$ cat config.mk
export PLATFORM = sky130hd
export DESIGN_NAME = detector_jogada_filtrado
export DESIGN_NICKNAME = d
export VERILOG_FILES = /design/src/rtl/detector_jogada_filtrado.sv
export SDC_FILE = /design/constraint.sdc
export NUM_CORES = 1
export LEC_CHECK = 0
export CAP_MARGIN = 10
export CELL_PAD_IN_SITES_DETAIL_PLACEMENT = 2
export CELL_PAD_IN_SITES_GLOBAL_PLACEMENT = 2
export CORE_MARGIN = 3
export CORE_UTILIZATION = 29
export DETAILED_ROUTE_END_ITERATION = 16
export MAX_ROUTING_LAYER = met4
export PLACE_DENSITY = 0.73
export SLEW_MARGIN = 20
export SYNTH_ARGS = -nofsm -noshare
export SYNTH_HDL_FRONTEND = slang
export SYNTH_SLANG_ARGS = --single-unit
$ cat constraint.sdc
create_clock -name clock -period 1.9 [get_ports clock]
set_input_delay 0.19 -clock clock [delete_from_list [all_inputs] [get_ports clock]]
set_output_delay 0.19 -clock clock [all_outputs]
set_load 0.05 [all_outputs]
$ cat src/rtl/detector_jogada_filtrado.sv
// Debounced single-key play detector for the memory game: filters chaves, registers one-hot plays, pulses on release.
// Optional macro DETECTOR_JOGADA_ERRO_EN adds a one-cycle jogada_invalida pulse for multi-key presses.
module detector_jogada_filtrado #(
    parameter int DEBOUNCE_CICLOS = 3
) (
    input  logic       clock,
    input  logic       reset,
    input  logic       habilita,
    input  logic [3:0] chaves,
    output logic [3:0] jogada,
    output logic       jogada_feita,
    output logic       tem_jogada,
`ifdef DETECTOR_JOGADA_ERRO_EN
    output logic       jogada_invalida,
`endif
    output logic [2:0] db_estado
);

    typedef enum logic [2:0] {
        ESPERA      = 3'd0,
        FILTRA      = 3'd1,
        PRESSIONADA = 3'd2,
        SOLTA       = 3'd3,
        EMITE       = 3'd4,
        INVALIDA    = 3'd5
    } estado_t;

    localparam logic [3:0] ULTIMO = 4'(DEBOUNCE_CICLOS - 1);

    estado_t    estado;
    estado_t    proximo;
    logic [3:0] amostra;
    logic [3:0] contador;
    logic       amostra_onehot;

    assign amostra_onehot = (amostra != 4'b0000) && ((amostra & (amostra - 4'd1)) == 4'b0000);

    always_ff @(posedge clock) begin
        if (reset) begin
            estado <= ESPERA;
        end else begin
            estado <= proximo;
        end
    end

    // Datapath registers: sampled key, debounce counter and the accepted play
    always_ff @(posedge clock) begin
        if (reset) begin
            amostra  <= 4'b0000;
            contador <= 4'd0;
            jogada   <= 4'b0000;
        end else begin
            case (estado)
                ESPERA: begin
                    if (habilita && chaves != 4'b0000) begin
                        amostra  <= chaves;
                        contador <= 4'd0;
                    end
                end
                FILTRA: begin
                    if (chaves == amostra) begin
                        if (contador == ULTIMO) begin
                            if (amostra_onehot) begin
                                jogada <= amostra;
                            end
                        end else begin
                            contador <= contador + 4'd1;
                        end
                    end
                end
                PRESSIONADA: begin
                    if (chaves == 4'b0000) begin
                        contador <= 4'd0;
                    end
                end
                SOLTA: begin
                    if (chaves == 4'b0000 && contador != ULTIMO) begin
                        contador <= contador + 4'd1;
                    end
                end
                default: begin
                end
            endcase
        end
    end

    always_comb begin
        proximo = estado;
        case (estado)
            ESPERA: begin
                if (habilita && chaves != 4'b0000) begin
                    proximo = FILTRA;
                end
            end
            FILTRA: begin
                if (chaves != amostra) begin
                    proximo = ESPERA;
                end else if (contador == ULTIMO) begin
                    proximo = amostra_onehot ? PRESSIONADA : INVALIDA;
                end
            end
            PRESSIONADA: begin
                if (chaves == 4'b0000) begin
                    proximo = SOLTA;
                end
            end
            SOLTA: begin
                if (chaves != 4'b0000) begin
                    proximo = PRESSIONADA;
                end else if (contador == ULTIMO) begin
                    proximo = EMITE;
                end
            end
            EMITE: begin
                proximo = ESPERA;
            end
            INVALIDA: begin
                if (chaves == 4'b0000) begin
                    proximo = ESPERA;
                end
            end
            default: begin
                proximo = ESPERA;
            end
        endcase
    end

    always_comb begin
        jogada_feita = (estado == EMITE);
        tem_jogada   = (estado == PRESSIONADA) || (estado == SOLTA);
        db_estado    = estado;
    end

`ifdef DETECTOR_JOGADA_ERRO_EN
    // High during the first cycle spent in INVALIDA only
    always_ff @(posedge clock) begin
        if (reset) begin
            jogada_invalida <= 1'b0;
        end else begin
            jogada_invalida <= (estado == FILTRA) && (proximo == INVALIDA);
        end
    end
`endif

endmodule
== After elaboration in Yosys (flattened, before gate mapping) ==
Cells that the tools add are included.
W data, S select, Z words.

* Add/sub/neg operators: 2
* Eq/ne operators: 17
* Mux-type cells: 15
* Bitwise operators: 1
* Reduce and logical (&&, ||, !) cells: 14

{| class="wikitable"
|+ Operators by type and width
! operator !! number
|-
| $mux W3 || 8
|-
| $mux W4 || 5
|-
| $pmux W4 S4 || 1
|-
| $pmux W3 S5 || 1
|-
| $ne A2 B2 Y1 const B || 6
|-
| $reduce_bool A4 Y1 || 3
|-
| $logic_not A4 Y1 || 2
|-
| $eq A3 B2 Y1 const B || 2
|-
| $eq A3 B3 Y1 const B || 2
|-
| $ne A3 B3 Y1 const B || 2
|-
| $reduce_and A6 Y1 || 1
|-
| $reduce_and A5 Y1 || 1
|-
| $add A4 B1 Y4 const B || 1
|-
| $and A4 B4 Y4 || 1
|-
| $eq A4 B2 Y1 const B || 1
|-
| $eq A4 B4 Y1 || 1
|-
| $ne A4 B2 Y1 const B || 1
|-
| $ne A4 B4 Y1 || 1
|-
| $reduce_and A4 Y1 || 1
|-
| $sub A4 B1 Y4 const B || 1
|-
| $eq A3 B1 Y1 const B || 1
|-
| $logic_and A1 B1 Y1 || 3
|-
| $logic_not A3 Y1 || 1
|-
| $reduce_and A2 Y1 || 1
|-
| $logic_or A1 B1 Y1 || 1
|}

* Register bits after elaboration: 15
* Bits of input ports: 7
* Output and inout bits: 9
* Word-level logic and storage cells: 53

== Depth between registers and ports, before layout ==
Gate-level depths: netlist (run 1).

* Depth after elaboration: 8
* Depth in mapped cells: 7
* Gate-level depth less buffers: 7

== Worst setup path before layout (run 1) ==
Ideal clock, no wire load.

* Path type: reg-to-reg
* Start: reg estado[1], in the netlist db_estado[1]
* End: reg contador[1]
* Setup time: 0.071 ns
* Arrival time: 2.668 ns
* Data required time: 1.829 ns
* Slack: -0.838 ns
* Stages on the path, launching flop included: 6
* Buffers on the path: 1
* Clock period less this slack: 2.738 ns
* Path through: dfxtp_1 -> buf_2 -> nor2b_1 -> a311oi_2 -> or4_1 -> a21oi_1

* Cells in the longest elaborated chain, start to end: 3
* Elaborated cells on any way between the ends: 12
* Those cells by class: eq/ne (8); mux (1); reduce/logical (3)

{| class="wikitable"
|+ Ends and longest elaborated chain
! element !! line !! RTL
|-
| from (decl) || 30 || <nowiki>estado_t estado;</nowiki>
|-
| from (signal assigned) || 42 || <nowiki>estado <= proximo;</nowiki>
|-
| $eq A3 B2 Y1 (tied with other cells) || 53 || <nowiki>case (estado)</nowiki>
|-
| $reduce_bool A4 Y1 (no line) or $ne A2 B2 Y1 (tied branches) || -- ||
|-
| $reduce_and A6 Y1 (no line) || -- ||
|-
| to (signal assigned) || 67 || <nowiki>contador <= contador + 4'd1;</nowiki>
|-
| to (signal assigned) || 78 || <nowiki>contador <= contador + 4'd1;</nowiki>
|-
| to (decl) || 33 || <nowiki>logic [3:0] contador;</nowiki>
|}

Several ways; a longest one is shown, not always the timed one.
A chain may end at the register's enable or synchronous reset.

== Final worst setup path (run 1) ==
* Start: reg estado[2], in the netlist db_estado[2]
* End: out db_estado[2]

{| class="wikitable"
|+ RTL lines
! element !! line !! RTL
|-
| to (decl) || 16 || <nowiki>output logic [2:0] db_estado</nowiki>
|}

No word-level cell between the ends.

==> summary.txt, run 1 <==
Run status
  – Status: finished, final reports clean

Cells and area
  – Core Util, Final: 0.441
  – Fin nets: between 150 and 200
  – Layout cells sized above 1: 0.315
  – Area grow syn2layout: 42.9%
  – Non-Filler Instances: about 190
  – Commonest cells after routing, fill and taps aside: buf_4, clkdlybuf4s50_1, nand2_1
  – # diodes: 0
  – Most common cell after layout, fill and taps aside: buf_4

Synth
  – Synth area leaders: dfxtp_1, o21ai_0, mux2i_1
  – Mean Syn Cell Area: 8.47 um2
  – Post-synth ARST share: 0
  – Register area share after synthesis: 0.314
  – #FFs+latches synth: 15
  – Post-synth cell types: 44
  – Synth Net Count: 122
  – Syn. warnings: 0
  – EDFF count, synth: 0
  – Post-synth top area share: 0.314
  – Ys flop type: dfxtp_1
  – Syn Inst Count: about 110
  – Largest area contributor in the netlist: dfxtp_1
  – Post-synthesis cell area: 957 um2

Drt
  – Wire per inst: 17.8 um
  – Final ANT Viol Nets: 0
  – Met3 routed WL: 91 um
  – WL final: 3330 um
  – Max layer used: met4
  – Met1 wire length: 1460 um
  – First-pass iteration count of the detailed router: 4
  – Vias/cell: 5.26
  – Met2 Wirelength: 1740 um
  – DR DRC count: 0
  – DR iter-0 viols: 31
  – DR vias: about 980

STA
  – Final hold vios: 0
  – Period utilization: 0.962
  – Headroom to the max-slew limit: 0.663
  – Tmin final: 1.83 ns
  – Worst Tran Pin Value: 0.504 ns
  – Slew Limit Fails: 0
  – Fmax: about 550 MHz
  – Final clock skew: roughly 0.0039 ns
  – RSZ-0062 raised after global routing: yes
  – Final setup viols: 0

Worst setup path
  – R2R Setup Slk: 0.09 ns
  – Crit-path slowest cell: clkdlybuf4s50_1
  – Crit-path cells: clkdlybuf4s50_1
  – Crit path launch type: flop
  – Reg-to-Reg End: contador[3]$_SDFFE_PP0P_
  – CP startpoint: db_estado[2]$_SDFFE_PP0P_
  – CP max FO: 11
  – Crit path required time: ~1.7 ns
  – Critical path class: flop to primary output
  – Worst path max stage delay: between 0.8 and 0.9 ns
  – Buf/Inv on CP: 1
  – Worst r2r src: contador[0]$_SDFFE_PP0P_
  – Top delay family on crit path: buffers and inverters
  – Endpoint class of the critical path: primary output
  – Reg2reg path depth: 6
  – Arrival time of the worst setup path: between 1.5 and 2 ns

Hold path
  – Worst hold-check path type: input port to flop
  – Hold Path Stages: 3
  – Hold Startpoint: chaves[1]
  – Worst Hold End: amostra[1]$_SDFFE_PP0P_

Clock tree
  – Clk slew on worst S/H paths: 0.10 ns
  – Clk sinks: 15
  – Clock latency at the later pin of the worst-skew pair: 0.30 ns
  – Postcts setup bufs: 0
  – TritonCTS clock tree: done
  – Clk buf depth: 2
  – H-tree depth: 1
  – CTS root buffer: clkbuf_4
  – Num CTS Buffers: 3

Floorplanning
  – Die Width: ~63 um
  – Die Ht: around 63 um
  – Core Footprint: 3100 um2
  – Initial Util: 0.308
  – IO Pins: 16
  – # rows: 20
  – Die ar.: between 4000 and 5000 um2

Job
  – Max_cap viols: 0

Placement
  – Port bufs: 15
  – Routability cong.: 0.880
  – Placed Cells incl. Taps: 183
  – DP HPWL: 2470 um

Global route
  – Grt total ovfl: 0
  – Total track usage: 0.176
  – Global-route wire length before repair: roughly 5400 um
  – Vias in the first global route: 1074
  – Largest net degree at the start of global routing: 14
  – Antenna violations before repair: 0

Pwr
  – Peak VDD IR: 273 uV
  – Pleak: 0.543 nW
  – Pwr per Cell Area: 532 nW/um2
[cells in the mapped netlist (3+ instances only)]
master	number
dfxtp_1	15
nand2_1	10
o21ai_0	9
a21oi_1	7
nor2_1	7
nand3_1	6
mux2i_1	4
or4_1	4
xor2_1	4
a31oi_1	3
clkbuf_1	3
[flip-flops by register name (all words and copies together), names as in the netlist]
| signal | flops |
|---|---|
| amostra | 4 |
| contador | 4 |
| jogada | 4 |
| db_estado | 3 |
[where the power goes]
part	leakage, nW	switching (mW)	total, mW	internal [mW]
sequential	0.125	0.0145	0.339	0.324
clock	0.0150	0.119	0.201	0.0818
combinational	0.404	0.106	0.188	0.0824
[worst max path at each step]
| stage | end | slack (ns) | cells past startpoint |
|---|---|---|---|
| finish | db_estado[2] | 0.07 | 1 |
| global route | contador[3]$_SDFFE_PP0P_ | -0.04 | 6 |
| CTS | contador[3]$_SDFFE_PP0P_ | 0.001 | 6 |
| detailed placement | db_estado[2]$_SDFFE_PP0P_ | -0.33 | 6 |
| global placement | contador[1]$_SDFFE_PP0P_ | -0.22 | 7 |
| floorplan | contador[1]$_SDFFE_PP0P_ | 0.02 | 5 |
[through the flow]
| stage | hold slack, ns | total power [mW] | area (um2) | setup slack, ns | setup TNS [ns] |
|---|---|---|---|---|---|
| global route | 0.357 | 0.786 | 1370 | -0.0407 | -0.113 |
| global placement | 0.464 | 0.508 | 1270 | -0.223 | -2.55 |
| floorplan | 0.249 | 0.443 | 972 | 0.0185 | 0 |
| detailed placement | 0.478 | 0.518 | 1270 | -0.332 | -3.66 |
| CTS | 0.498 | 0.721 | 1310 | 0.00122 | 0 |
| finish | 0.341 | 0.727 | 1370 | 0.0724 | 0 |
[layer usage]
metal  vias up  GRT usage
met1       475      0.201
li1        483          -
met3         4     0.0321
met4         0     0.0647
met5         -          -
met2        21      0.304
[area by class of cell]
class                   count  area (um2)
clock buffers               4        26.3
fillers                   346        1740
inverters                   2        7.51
multi-input cells          90         691
flip-flops and latches     15         310
well taps                  44        55.1
repair buffers             32         278
[logic make-up (layout without fill, tap and decap cells)]
kind of cell               Yosys count  count (layout)  share of synthesized area
muxes                                4               4                     0.0418
DFF                                 15              15                      0.314
buffers and inverters                8              38                     0.0353
adders and majority gates            2               2                     0.0261
and+or+nand+nor                     49              49                      0.323
AOI/OAI and AO/OA                   30              30                      0.214
xor gates and xnor gates             5               5                     0.0457
[repair_timing]
action                                 in CTS  in global routing
hold buffers                                0                  0
gates resized for setup                     1                 19
endpoints found under the hold margin       0                  0
setup endpoints to repair                   1                 11
pin swaps                                   0                  3
gates cloned                                0                  0
(Power assumes the default switching activity.)
==> inputs of run 2 (changes only) <==
Settings changed: CORE_ASPECT_RATIO set to 1.75, DONT_BUFFER_PORTS set to 1, PLACE_DENSITY 0.73 to 0.62.
==> summary.txt, run 2 (same netlist as run 1, synthesis figures left out) <==
STA
  – Tmin final: 1.76 ns (-0.0626 ns)
  – Final hold vios: 0 (unchanged)
  – Final setup viols: 0 (unchanged)
  – Fmax: 567 MHz (+3.5%)
  – Period utilization: 0.929 (-0.0329)
  – Slew Limit Fails: 0 (unchanged)
  – Final clock skew: 0.000541 ns (-0.00334 ns)
  – RSZ-0062 raised after global routing: no
  – Worst Tran Pin Value: 0.521 ns (+0.0175 ns)
  – Final hold slack: 0.0849 ns (-0.256 ns)
  – Headroom to the max-slew limit: 0.651 (-0.0118)

Placement
  – DP HPWL: 2430 um (-1.5%)
  – Placed Cells incl. Taps: 165 (-9.8%)
  – Port bufs: 0 (-15)
  – Routability cong.: 0.811 (-7.8%)

Cells and area
  – Fin nets: 138 (-9.8%)
  – Area grow syn2layout: 25.2%
  – Reg area: 308 um2 (-0.81%)
  – Layout cells sized above 1: 0.273 (-0.0412)
  – Most common cell after layout, fill and taps aside: buf_4
  – Commonest cells after routing, fill and taps aside: buf_4, dfxtp_1, nand2_1
  – Non-Filler Instances: 171 (-8.6%)
  – Multi-input gate area: 652 um2 (-5.6%)
  – Largest regs: amostra x4, contador x4, jogada x4
  – Core Util, Final: 0.382 (-0.0592)
  – # diodes: 0 (unchanged)
  – # fillers: 382 (+10%)

Clock tree
  – Postcts setup bufs: 0 (unchanged)
  – Clock latency at the later pin of the worst-skew pair: 0.25 ns (-0.05 ns)
  – H-tree depth: 1 (unchanged)
  – Num CTS Buffers: 3 (unchanged)
  – Clk sinks: 15 (unchanged)
  – Clk slew on worst S/H paths: 0.06 ns (-0.04 ns)
  – CTS root buffer: clkbuf_8
  – TritonCTS clock tree: done
  – Clk buf depth: 2 (unchanged)

Drt
  – DR DRC count: 0 (unchanged)
  – DR iter-0 viols: 8 (-74%)
  – Wire per inst: 18.0 um (+1.1%)
  – Final ANT Viol Nets: 0 (unchanged)
  – DR vias: 938 (-4.6%)
  – Vias/cell: 5.49 (+4.4%)
  – WL final: 3080 um (-7.6%)
  – First-pass iteration count of the detailed router: 3 (-1)

Worst setup path
  – Crit path launch type: flop
  – Crit path required time: 2.08 ns (+0.37 ns)
  – Critical path class: flop to flop
  – CP max FO: 7 (-4)
  – Arrival time of the worst setup path: 1.95 ns (+0.31 ns)
  – Endpoint class of the critical path: flop
  – Reg2reg path depth: 5 (-1)

Floorplanning
  – Die Width: 49.4 um (-22%)
  – Die ar.: 4050 um2 (+0.68%)
  – Initial Util: 0.305 (-0.00381)
  – Die Ht: 82 um (+29%)
  – # rows: 27 (+35%)
  – Core Footprint: 3140 um2 (+1.2%)
  – IO Pins: 16 (unchanged)

Global route
  – Vias in the first global route: 1074 (unchanged)
  – Global-route wire length before repair: 5540 um (+3.2%)
  – Largest net degree at the start of global routing: 13 (-1)
  – Grt total ovfl: 0 (unchanged)
  – Total track usage: 0.186 (+0.0105)
  – Antenna violations before repair: 0 (unchanged)

Hold path
  – Worst hold-check path type: input port to flop
  – Hold Path Stages: 2 (-1)

Pwr
  – Tot Pwr: 0.763 mW (+4.9%)
  – Pwr per Cell Area: 637 nW/um2 (+20%)
  – Pleak: 0.470 nW (-14%)
  – Peak VDD IR: 413 uV (+51%)

Job
  – Max_cap viols: 0 (unchanged)

Run status
  – Status: finished, final reports clean
[run 2: cell count changes in the layout (fill, tap and decap cells not counted), sizes merged]
| cell | delta |
|---|---|
| buf | -4 |
| clkdlybuf4s50 | -11 |
| dlygate4sd3 | +2 |
| dlymetal6s2s | -2 |
[run 2: layout make-up]
| type | count | share of cell area |
|---|---|---|
| clock buffers | 4 | 0.0376 |
| inverters | 2 | 0.00626 |
| multi-input cells | 90 | 0.544 |
| flip-flops and latches | 15 | 0.257 |
| well taps | 43 | 0.0449 |
| repair buffers | 17 | 0.111 |
[run 2: routing by layer]
metal | wire [um] | GRT usage
met4 | 102 | 0.0914
met5 | 0 | -
met1 | 1160 | 0.189
met2 | 1740 | 0.347
met3 | 81 | 0.0254
[run 2: final timing paths]
| check | start | endpoint | slack [ns] |
|---|---|---|---|
| worst min-delay path | chaves[0] | amostra[0]$_SDFFE_PP0P_ | 0.08 |
| worst max register to register | amostra[0]$_SDFFE_PP0P_ | contador[1]$_SDFFE_PP0P_ | 0.14 |
| worst min register to register | amostra[0]$_SDFFE_PP0P_ | jogada[0]$_SDFFE_PP0P_ | 0.54 |
| worst max-delay path | amostra[0]$_SDFFE_PP0P_ | contador[1]$_SDFFE_PP0P_ | 0.14 |
[run 2: worst max-delay path, cell delays in order (launching register included)]
cell     delay [ns]
dfxtp_2        0.36
xor2_1         0.19
nor4_4         0.32
a21oi_2        0.15
or4_1          0.52
a21oi_1        0.14
[run 2: report_power, final]
group	internal (mW)	switching, mW	leakage (nW)
registers	0.324	0.0111	0.124
clock network	0.149	0.120	0.0228
logic	0.0661	0.0937	0.323
[run 2: per-stage QoR]
| step | setup slack [ns] | TNS (ns) | area [um2] |
|---|---|---|---|
| 3_3_place_gp | 0.0177 | 0 | 1110 |
| 4_1_cts | 0.0242 | 0 | 1180 |
| 6_report | 0.135 | 0 | 1200 |
| 2_1_floorplan | 0.0185 | 0 | 972 |
| 3_5_place_dp | -0.0168 | -0.0289 | 1110 |
| 5_1_grt | 0.00487 | 0 | 1200 |
[run 2: what timing repair did]
item / in CTS / in global routing
pin swaps: 0 / 1
endpoints found under the hold margin: 12 / 0
gates resized for setup: 2 / 6
hold buffers: 2 / 0
endpoints found under the setup margin: 2 / 10
